`src/rtl/lsu_pkg.sv`:
```
// Shared types and byte-lane helpers for the load/store unit.
package lsu_pkg;

  typedef enum logic [1:0] {IDLE, ACCESS, RMW_WRITE, DONE} lsu_state_t;

  localparam int unsigned BYTE_W = 8;

  // Little-endian lanes: lane 0 is bits [7:0], lane 3 is bits [31:24].
  function automatic logic [31:0] lane_extract(input logic [31:0] word, input logic [1:0] lane);
    logic [31:0] res;
    res = '0;
    res[BYTE_W-1:0] = word[{lane, 3'b000} +: BYTE_W];
    return res;
  endfunction

  function automatic logic [31:0] lane_insert(input logic [31:0]       word,
                                              input logic [BYTE_W-1:0] data,
                                              input logic [1:0]        lane);
    logic [31:0] res;
    res = word;
    res[{lane, 3'b000} +: BYTE_W] = data;
    return res;
  endfunction

endpackage

```
`src/rtl/byte_lane_merge.sv`:
```
// Combinational byte-lane view of a memory word: zero-extended lane read and lane replace.
module byte_lane_merge
  import lsu_pkg::*;
(
  input  logic [31:0]       word_i,
  input  logic [BYTE_W-1:0] byte_i,
  input  logic [1:0]        lane_i,
  output logic [31:0]       extract_o,
  output logic [31:0]       merged_o
);

  assign extract_o = lane_extract(word_i, lane_i);
  assign merged_o  = lane_insert(word_i, byte_i, lane_i);

endmodule

```
`src/rtl/load_store_unit.sv`:
```
// Sequences one load/store at a time onto a word-wide DataMemory port, adding byte
// loads, read-modify-write byte stores and alignment/range checking.
module load_store_unit
  import lsu_pkg::*;
#(
  parameter int unsigned MEM_WORDS = 256
) (
  input  logic        clk,
  input  logic        reset,
  input  logic        req_valid,
  output logic        req_ready,
  input  logic        req_write,
  input  logic        req_byte,
  input  logic [31:0] req_address,
  input  logic [31:0] req_write_data,
  output logic        resp_valid,
  output logic [31:0] resp_read_data,
  output logic        resp_error,
  output logic [31:0] mem_address,
  output logic        mem_write_enable,
  output logic [31:0] mem_write_data,
  input  logic [31:0] mem_read_data
);

  lsu_state_t        state_q;
  logic [1:0]        lane_q;
  logic [BYTE_W-1:0] wbyte_q;
  logic              write_q;
  logic              byte_q;

  logic              req_err;
  logic [31:0]       lane_word;
  logic [31:0]       merged_word;

  // Out-of-range words are rejected rather than aliased onto the memory.
  assign req_err = (!req_byte && (req_address[1:0] != 2'b00)) ||
                   ({2'b00, req_address[31:2]} >= MEM_WORDS);

  assign req_ready = (state_q == IDLE);

  byte_lane_merge u_merge (
    .word_i    (mem_read_data),
    .byte_i    (wbyte_q),
    .lane_i    (lane_q),
    .extract_o (lane_word),
    .merged_o  (merged_word)
  );

  always_ff @(posedge clk or posedge reset) begin
    if (reset) begin
      state_q          <= IDLE;
      lane_q           <= '0;
      wbyte_q          <= '0;
      write_q          <= 1'b0;
      byte_q           <= 1'b0;
      resp_valid       <= 1'b0;
      resp_read_data   <= '0;
      resp_error       <= 1'b0;
      mem_address      <= '0;
      mem_write_enable <= 1'b0;
      mem_write_data   <= '0;
    end else begin
      resp_valid       <= 1'b0;
      resp_read_data   <= '0;
      resp_error       <= 1'b0;
      mem_write_enable <= 1'b0;
      unique case (state_q)
        IDLE: begin
          if (req_valid) begin
            lane_q  <= req_address[1:0];
            wbyte_q <= req_write_data[BYTE_W-1:0];
            write_q <= req_write;
            byte_q  <= req_byte;
            if (req_err) begin
              state_q    <= DONE;
              resp_valid <= 1'b1;
              resp_error <= 1'b1;
            end else begin
              state_q     <= ACCESS;
              mem_address <= {req_address[31:2], 2'b00};
              if (req_write && !req_byte) begin
                mem_write_enable <= 1'b1;
                mem_write_data   <= req_write_data;
              end
            end
          end
        end
        ACCESS: begin
          if (write_q && byte_q) begin
            // The read word is merged now and written back next cycle.
            state_q          <= RMW_WRITE;
            mem_write_enable <= 1'b1;
            mem_write_data   <= merged_word;
          end else begin
            state_q    <= DONE;
            resp_valid <= 1'b1;
            if (!write_q) begin
              resp_read_data <= byte_q ? lane_word : mem_read_data;
            end
          end
        end
        RMW_WRITE: begin
          state_q    <= DONE;
          resp_valid <= 1'b1;
        end
        DONE: begin
          state_q <= IDLE;
        end
        default: begin
          state_q <= IDLE;
        end
      endcase
    end
  end

endmodule
```
`config.mk`:
```
export PLATFORM = sky130hd
export DESIGN_NAME = load_store_unit
export DESIGN_NICKNAME = d
export VERILOG_FILES = /design/src/rtl/lsu_pkg.sv /design/src/rtl/byte_lane_merge.sv /design/src/rtl/load_store_unit.sv
export SDC_FILE = /design/constraint.sdc
export NUM_CORES = 1
export LEC_CHECK = 0
export BUFFER_PORTS_ARGS = -buffer_cell sky130_fd_sc_hd__buf_2
export CAP_MARGIN = 20
export CELL_PAD_IN_SITES_DETAIL_PLACEMENT = 0
export CELL_PAD_IN_SITES_GLOBAL_PLACEMENT = 1
export CORE_MARGIN = 3
export CORE_UTILIZATION = 34
export CTS_CLUSTER_SIZE = 16
export DETAILED_ROUTE_END_ITERATION = 12
export MAX_ROUTING_LAYER = met4
export PLACE_DENSITY_LB_ADDON = 0.1
export SYNTH_ARGS = -nofsm -noshare
export SYNTH_HDL_FRONTEND = slang
export SYNTH_SLANG_ARGS = --single-unit
```
`constraint.sdc`:
```
create_clock -name clk -period 3.2 [get_ports clk]
set_input_delay 0.16 -clock clk [delete_from_list [all_inputs] [get_ports clk]]
set_output_delay 0.16 -clock clk [all_outputs]
set_load 0.03 [all_outputs]
```
==> results of run 1 <==
## cell type report
class | count | area [sq um]
antenna | 1 | 2.50
clock buffer | 10 | 229
clock inverter | 6 | 80.1
fill | 1433 | 8000
inverter | 6 | 25.0
multi-input combinational | 315 | 2260
sequential | 111 | 2780
tap | 184 | 230
timing repair buffer | 209 | 1090
## routing by layer
layer,track usage,up-vias,share of wire
met4,0.0679,0,0.020
met3,0.0260,18,0.053
li1,-,1952,-
met2,0.301,125,0.47
met1,0.261,2035,0.45
met5,-,-,0
## cells in the final DEF, fill, tap and decap left out, types with 2 or more instances in the layout
cell type / instances
sky130_fd_sc_hd__nor3_1: 4
sky130_fd_sc_hd__mux2_4: 30
sky130_fd_sc_hd__a21oi_1: 75
sky130_fd_sc_hd__o31ai_1: 8
sky130_fd_sc_hd__nor2b_1: 57
sky130_fd_sc_hd__buf_4: 9
sky130_fd_sc_hd__dfrtp_1: 111
sky130_fd_sc_hd__clkbuf_16: 9
sky130_fd_sc_hd__nor4_2: 2
sky130_fd_sc_hd__ha_1: 8
sky130_fd_sc_hd__inv_6: 2
sky130_fd_sc_hd__o21ai_0: 8
sky130_fd_sc_hd__inv_1: 4
sky130_fd_sc_hd__nor4_1: 3
sky130_fd_sc_hd__mux2i_1: 8
sky130_fd_sc_hd__conb_1: 2
sky130_fd_sc_hd__nor2_1: 37
sky130_fd_sc_hd__and2_1: 24
sky130_fd_sc_hd__mux2_2: 23
sky130_fd_sc_hd__buf_2: 198
sky130_fd_sc_hd__nand2_1: 13
## repair_timing
action,in CTS,in global routing
endpoints found under the hold margin,64,0
resized for setup,0,0
hold buffers,1,0
## registers in the layout (all words and copies together), names as in the netlist, 2 cells and up
register / count
mem_write_data: 32
resp_read_data: 32
mem_address: 30
wbyte_q: 8
lane_q: 2
state_q: 2
## worst max-delay path, cell delays in order (launching register included)
cell	delay [ns]
sky130_fd_sc_hd__dfrtp_1	0.35
sky130_fd_sc_hd__clkinv_1	0.26
sky130_fd_sc_hd__ha_1	0.47
sky130_fd_sc_hd__nand2_1	0.06
sky130_fd_sc_hd__nor3_1	0.74
sky130_fd_sc_hd__a21oi_1	0.20
sky130_fd_sc_hd__a21oi_1	0.18
sky130_fd_sc_hd__mux2_4	0.15
## cell families after synthesis
family / Yosys count / synth area share
AOI/OAI and AO/OA: 97 / 0.102
DFF: 111 / 0.537
muxes: 61 / 0.153
other: 1 / 0.000725
adders and majority gates: 9 / 0.0218
buffers and inverters: 29 / 0.0281
and+or+nand+nor: 146 / 0.157
## power by group through the flow
stage	Combinational [W]	Sequential, W	Clock (W)
2_1_floorplan	0.00169	0.00262	0
3_3_place_gp	0.00300	0.00213	0
3_5_place_dp	0.00303	0.00213	0
4_1_cts	0.00305	0.00211	0.00120
5_1_grt	0.00327	0.00216	0.00125
6_report	0.00301	0.00211	0.00117
## metrics by stage
| step | util | worst slack (ns) | area [sq um] |
|---|---|---|---|
| 2_1_floorplan | - | 0.109 | 5180 |
| 3_3_place_gp | 0.434 | 0.821 | 6380 |
| 3_5_place_dp | 0.434 | 0.752 | 6380 |
| 4_1_cts | 0.455 | 0.734 | 6700 |
| 5_1_grt | 0.456 | 0.492 | 6700 |
| 6_report | 0.456 | 0.732 | 6700 |
## path summary, 6_finish.rpt
kind                       slack (ns)                             end  cells after the start                         from
min in group asynchronous        0.51    resp_read_data[20]$_DFF_PP0_                      3                        reset
hold / removal                   0.03      mem_address[5]$_DFFE_PP0P_                      2               req_address[5]
hold reg to reg                  0.50     mem_address[12]$_DFFE_PP0P_                      1  mem_address[12]$_DFFE_PP0P_
setup reg to reg                 0.73  mem_write_data[12]$_DFFE_PP0P_                      7        lane_q[1]$_DFFE_PP0P_
setup / recovery                 0.73  mem_write_data[12]$_DFFE_PP0P_                      7        lane_q[1]$_DFFE_PP0P_
max in group asynchronous        1.86   mem_write_data[1]$_DFFE_PP0P_                      4                        reset
==> results.md, run 1 <==
* IO Port Bufs at between 150 and 200
* Worst Max-Slew Pin Slew at roughly 0.96 ns
* Internal cell power at 0.00367 W
* Antenna viol nets, final at 0
* Global placement routability congestion at about 0.84
* Largest buffer count on any clock path at 2
* VDD IR-drop max at about 0.55 mV
* Chip height at 129 um
* Required @ worst endpoint at ~3.5 ns
* Drt drc at 0
* Mean routed wirelength per cell at 18.5 um
* Unrepaired setup endpoints after global routing: no
* Worst setup EP type: flop
* Relative slew margins at 0.355
* Synth Register Bits at between 100 and 150
* Synth Flop Type: sky130_fd_sc_hd__dfrtp_1
* Wire length of the first global-routing pass at ~24000 um
* Clock edge transition at the registers on the reported setup and hold paths at approximately 0.080 ns
* Pleak at around 3.6 nW
* Max-cap violation count at 0
* Std cell rows at between 40 and 50
* DRT iter0 DRCs at ~260
* Total power after layout at approximately 0.0063 W
* Number of global-route vias before repair at about 4200
* Fraction of the yosys area taken by sequential cells at 0.537
* Total wirelength of the detailed-routed design at ~16000 um
* Final hold violation count at 0
* Die outline area at 16700 sq um
* Final Slew Violations at 0
* Floorplan Core Area at 14700 sq um
* Setup TNS after final layout at 0 ns
* Switching portion of total power at 0.417
* CTS Buf Count at 9
* Status: finished clean
* Data arrival time of the critical path at roughly 2.8 ns
* Number of search-and-repair iterations in the first detailed-routing pass at 4
* Via count normalized by instance count at 4.90
* Count of placed standard cells in the final layout, fillers left out at between 800 and 900
* Clock network fraction of total power at 0.186
* Minimum clock period at approximately 2.5 ns
* HPWL reported at the end of detailed placement at roughly 12000 um
* CTS H-Tree Depth at 3
* Max Freq at slightly above 0.4 GHz
* Number of flops mapped to enable cells by yosys at 0
* Synth area leader: sky130_fd_sc_hd__dfrtp_1
* Pin count of the biggest net entering global routing at 67
* Hold/Removal Path Class: in -> reg
* Comb pwr share at 0.479
* Clock tree from TritonCTS: yes
* Initial core utilization at 0.352
* Ratio of cells with drive above 1 in the final layout at 0.432
* Count of clock tree sinks at approximately 110
* Number of nets in the final layout at roughly 760
* Combined area of all synthesized cells at ~5200 sq um
* Area added between synthesis and finish at 29.5%
* Sum of overflow across all layers after global routing at 0
* Post-Syn Area per Cell at about 11 sq um
* Setup fix buffers added after clock tree synthesis at 0
* Root buffer cell: sky130_fd_sc_hd__clkbuf_16
* Sequential share of power at 0.335
* Post-Syn Instances at approximately 450
* Period utilization at 0.771
* Antenna violations before repair at 1
* Largest fanout of any net on the critical path at 11
* Top cell types by occurrence after synthesis: 111 x sky130_fd_sc_hd__dfrtp_1, 75 x sky130_fd_sc_hd__a21oi_1, 57 x sky130_fd_sc_hd__nor2b_1
* Leading cell type by number of instances after synthesis: sky130_fd_sc_hd__dfrtp_1
* Power per Cell Area at between 900 and 1000 nW/um^2
* Latest clock arrival within the worst-skew pair at around 0.36 ns
* Via total after detailed routing at 4130
* Synth warn at 0
* Number of placed instances, taps included at between 800 and 900
* IO Count at 201
* Startpoint type of the worst setup path: flop
* Share of Yosys cell area claimed by the top area cell type at 0.537
* Async set or reset register ratio after synthesis at 1.00
* Post-synth cell types at 33
* CP Class: reg -> reg
* GRT Overall Usage at 0.194
* Power dissipated by switching net loads at ~0.0026 W
* Maximum clock skew at final layout at roughly 0.0066 ns
* Top post-synthesis cells by area: sky130_fd_sc_hd__dfrtp_1 54%, sky130_fd_sc_hd__mux2_4 8.7%, sky130_fd_sc_hd__a21oi_1 7.3%
* Final Hold Slack at approximately 0.030 ns
* Final setup vio count at 0
* Die width at ~130 um
Note: power is estimated with default switching activity, not from simulation.
==> run 2, diff against run 1 <==
Clock period 3.2 ns to 2.15 ns, I/O delays scaled along.
==> run 2 against run 1 <==
Flip-flop and latch count is the same. Via count grew 1.4%. Cell count grew 3.6%. Clock skew grew 0.00067 ns. Clock power grew 43%. Hold slack lost 0.017 ns. Total power grew 52%.
==> results.md, run 2 (synthesis gave the netlist of run 1 again) <==
* Initial core utilization at 0.352
* Wire length of the first global-routing pass at approximately 24000 um
* Root buffer cell: sky130_fd_sc_hd__clkbuf_16
* Largest fanout of any net on the critical path at 30
* Chip height at roughly 130 um
* Worst setup EP type: flop
* Max-cap violation count at 0
* Total wirelength of the detailed-routed design at about 16000 um
* Total power after layout at approximately 0.0095 W
* Setup TNS after final layout at 0 ns
* Minimum clock period at 1.98 ns
* Count of clock tree sinks at 111
* Latest clock arrival within the worst-skew pair at about 0.36 ns
* Hold/Removal Path Class: in -> reg
* CTS H-Tree Depth at 3
* Mean routed wirelength per cell at between 15 and 20 um
* Max Freq at roughly 0.51 GHz
* IO Count at about 200
* Hold Crit Depth at 2
* Commonest cells after routing, fill and taps aside: 198 x sky130_fd_sc_hd__buf_2, 111 x sky130_fd_sc_hd__dfrtp_1, 75 x sky130_fd_sc_hd__a21oi_1, 57 x sky130_fd_sc_hd__nor2b_1, 37 x sky130_fd_sc_hd__nor2_1
* Storage element area at 2780 sq um
* IO Port Bufs at around 200
* Pin count of the biggest net entering global routing at between 100 and 150
* Utilization of the core after routing at 0.479
* Ratio of cells with drive above 1 in the final layout at 0.432
* Final Slew Violations at 0
* DRT iter0 DRCs at approximately 210
* Antenna viol nets, final at 0
* Data arrival time of the critical path at about 2.2 ns
* Floorplan Core Area at about 15000 sq um
* Worst reg2reg endpoint: mem_address[8]$_DFFE_PP0P_
* Unrepaired setup endpoints after global routing: yes
* Largest registers: mem_write_data x32, resp_read_data x32, mem_address x30
* Cells on worst reg2reg path at 6
* Die outline area at between 15000 and 20000 sq um
* Area added between synthesis and finish at 36.0%
* Maximum clock skew at final layout at between 0.007 and 0.008 ns
* Cell area after placement at 6480 sq um
* Number of nets in the final layout at approximately 790
* Count of placed standard cells in the final layout, fillers left out at 872
* Antenna violations before repair at 0
* Antenna diode instance count at 0
* Sum of overflow across all layers after global routing at 0
* Die width at 129 um
* VDD IR-drop max at around 1.1 mV
* Global placement routability congestion at 0.850
* Period utilization at 0.919
* Most common cell after layout, fill and taps aside: sky130_fd_sc_hd__buf_2
* Largest buffer count on any clock path at 2
* Via count normalized by instance count at approximately 4.8
* Area of all placed cells without fillers at between 7000 and 8000 sq um
* Number of search-and-repair iterations in the first detailed-routing pass at 4
* Status: finished clean
* Area of the multi-input gates at ~2300 sq um
* Hold wc startpoint: mem_read_data[17]
* Number of placed instances, taps included at between 800 and 900
* Std cell rows at between 40 and 50
* Startpoint of the worst register-to-register path: state_q[0]$_DFFE_PP0P_
* Register-to-register path setup slack at ~0.17 ns
* Via total after detailed routing at approximately 4200
* Number of global-route vias before repair at 4406
* Final hold violation count at 0
* CP Class: reg -> reg
* Power per Cell Area at about 1400 nW/um^2
* Startpoint type of the worst setup path: flop
* Worst hold path endpoint: resp_read_data[17]$_DFF_PP0_
* HPWL reported at the end of detailed placement at approximately 12000 um
* Worst Max-Slew Pin Slew at just under 0.6 ns
* Clock tree from TritonCTS: yes
* Filler cell count in the final layout at between 1000 and 1500
* CTS Buf Count at 9
* Required @ worst endpoint at around 2.4 ns
* Drt drc at 0
* Final setup vio count at 0
* Relative slew margins at 0.602
* GRT Overall Usage at 0.197
* Clock edge transition at the registers on the reported setup and hold paths at roughly 0.080 ns
* Pleak at about 3.7 nW
## run 2: cell count changes in the layout (fill, tap and decap cells not counted), sizes merged
cell / previous run / this run
buf: 208 / 217
bufinv: 1 / 0
clkinv: 3 / 2
diode: 1 / 0
dlygate4sd3: 1 / 23
inv: 7 / 9
## run 2: per-layer routing
metal  wire [um]  up-vias  global-route usage
li1            -     2017                   -
met3         814       12              0.0433
met4         222        0              0.0537
met1        7140     2030               0.259
met5           0        -                   -
met2        7410      130               0.308
## run 2: worst max path at each step
stage,from,to,slack (ns),cells past startpoint
global route,lane_q[1]$_DFFE_PP0P_,mem_write_data[10]$_DFFE_PP0P_,-0.01,7
finish,state_q[0]$_DFFE_PP0P_,mem_address[8]$_DFFE_PP0P_,0.17,6
floorplan,state_q[0]$_DFFE_PP0P_,mem_address[2]$_DFFE_PP0P_,0.16,6
global placement,lane_q[1]$_DFFE_PP0P_,mem_write_data[12]$_DFFE_PP0P_,-0.06,7
CTS,lane_q[0]$_DFFE_PP0P_,mem_write_data[31]$_DFFE_PP0P_,0.009,6
detailed placement,lane_q[1]$_DFFE_PP0P_,mem_write_data[14]$_DFFE_PP0P_,-0.11,7
## run 2: cell type report
class                      count  area share
clock buffer                  10      0.0340
clock inverter                 6     0.00818
inverter                       6     0.00373
multi-input combinational    315       0.326
sequential                   111       0.395
tap                          184      0.0327
timing repair buffer         240       0.201
## run 2: timing repair
action,in CTS,in global routing
hold buffers,21,2
gates resized for setup,2,3
hold endpoints to repair,131,2
setup buffers,0,0
setup endpoints to repair,16,17
## run 2: critical path: stages (launching register included)
cell	delay [ns]
sky130_fd_sc_hd__dfrtp_1	0.42
sky130_fd_sc_hd__inv_1	0.10
sky130_fd_sc_hd__ha_2	0.25
sky130_fd_sc_hd__nand2_1	0.17
sky130_fd_sc_hd__nor4_4	0.34
sky130_fd_sc_hd__buf_12	0.23
sky130_fd_sc_hd__mux2_2	0.35
## run 2: stage by stage
step                hold WS [ns]  setup WS, ns
detailed placement         0.342        -0.107
finish                    0.0130         0.174
global route             0.00571       -0.0102
CTS                     0.000522       0.00890
floorplan                  0.236         0.157
global placement           0.334       -0.0585
## run 2: power breakdown
group	leakage [nW]	internal (W)	switching, W
Sequential	1.44	0.00268	0.000422
Clock	0.148	0.000850	0.000824
Combinational	2.13	0.00203	0.00275
Total	3.72	0.00556	0.00399
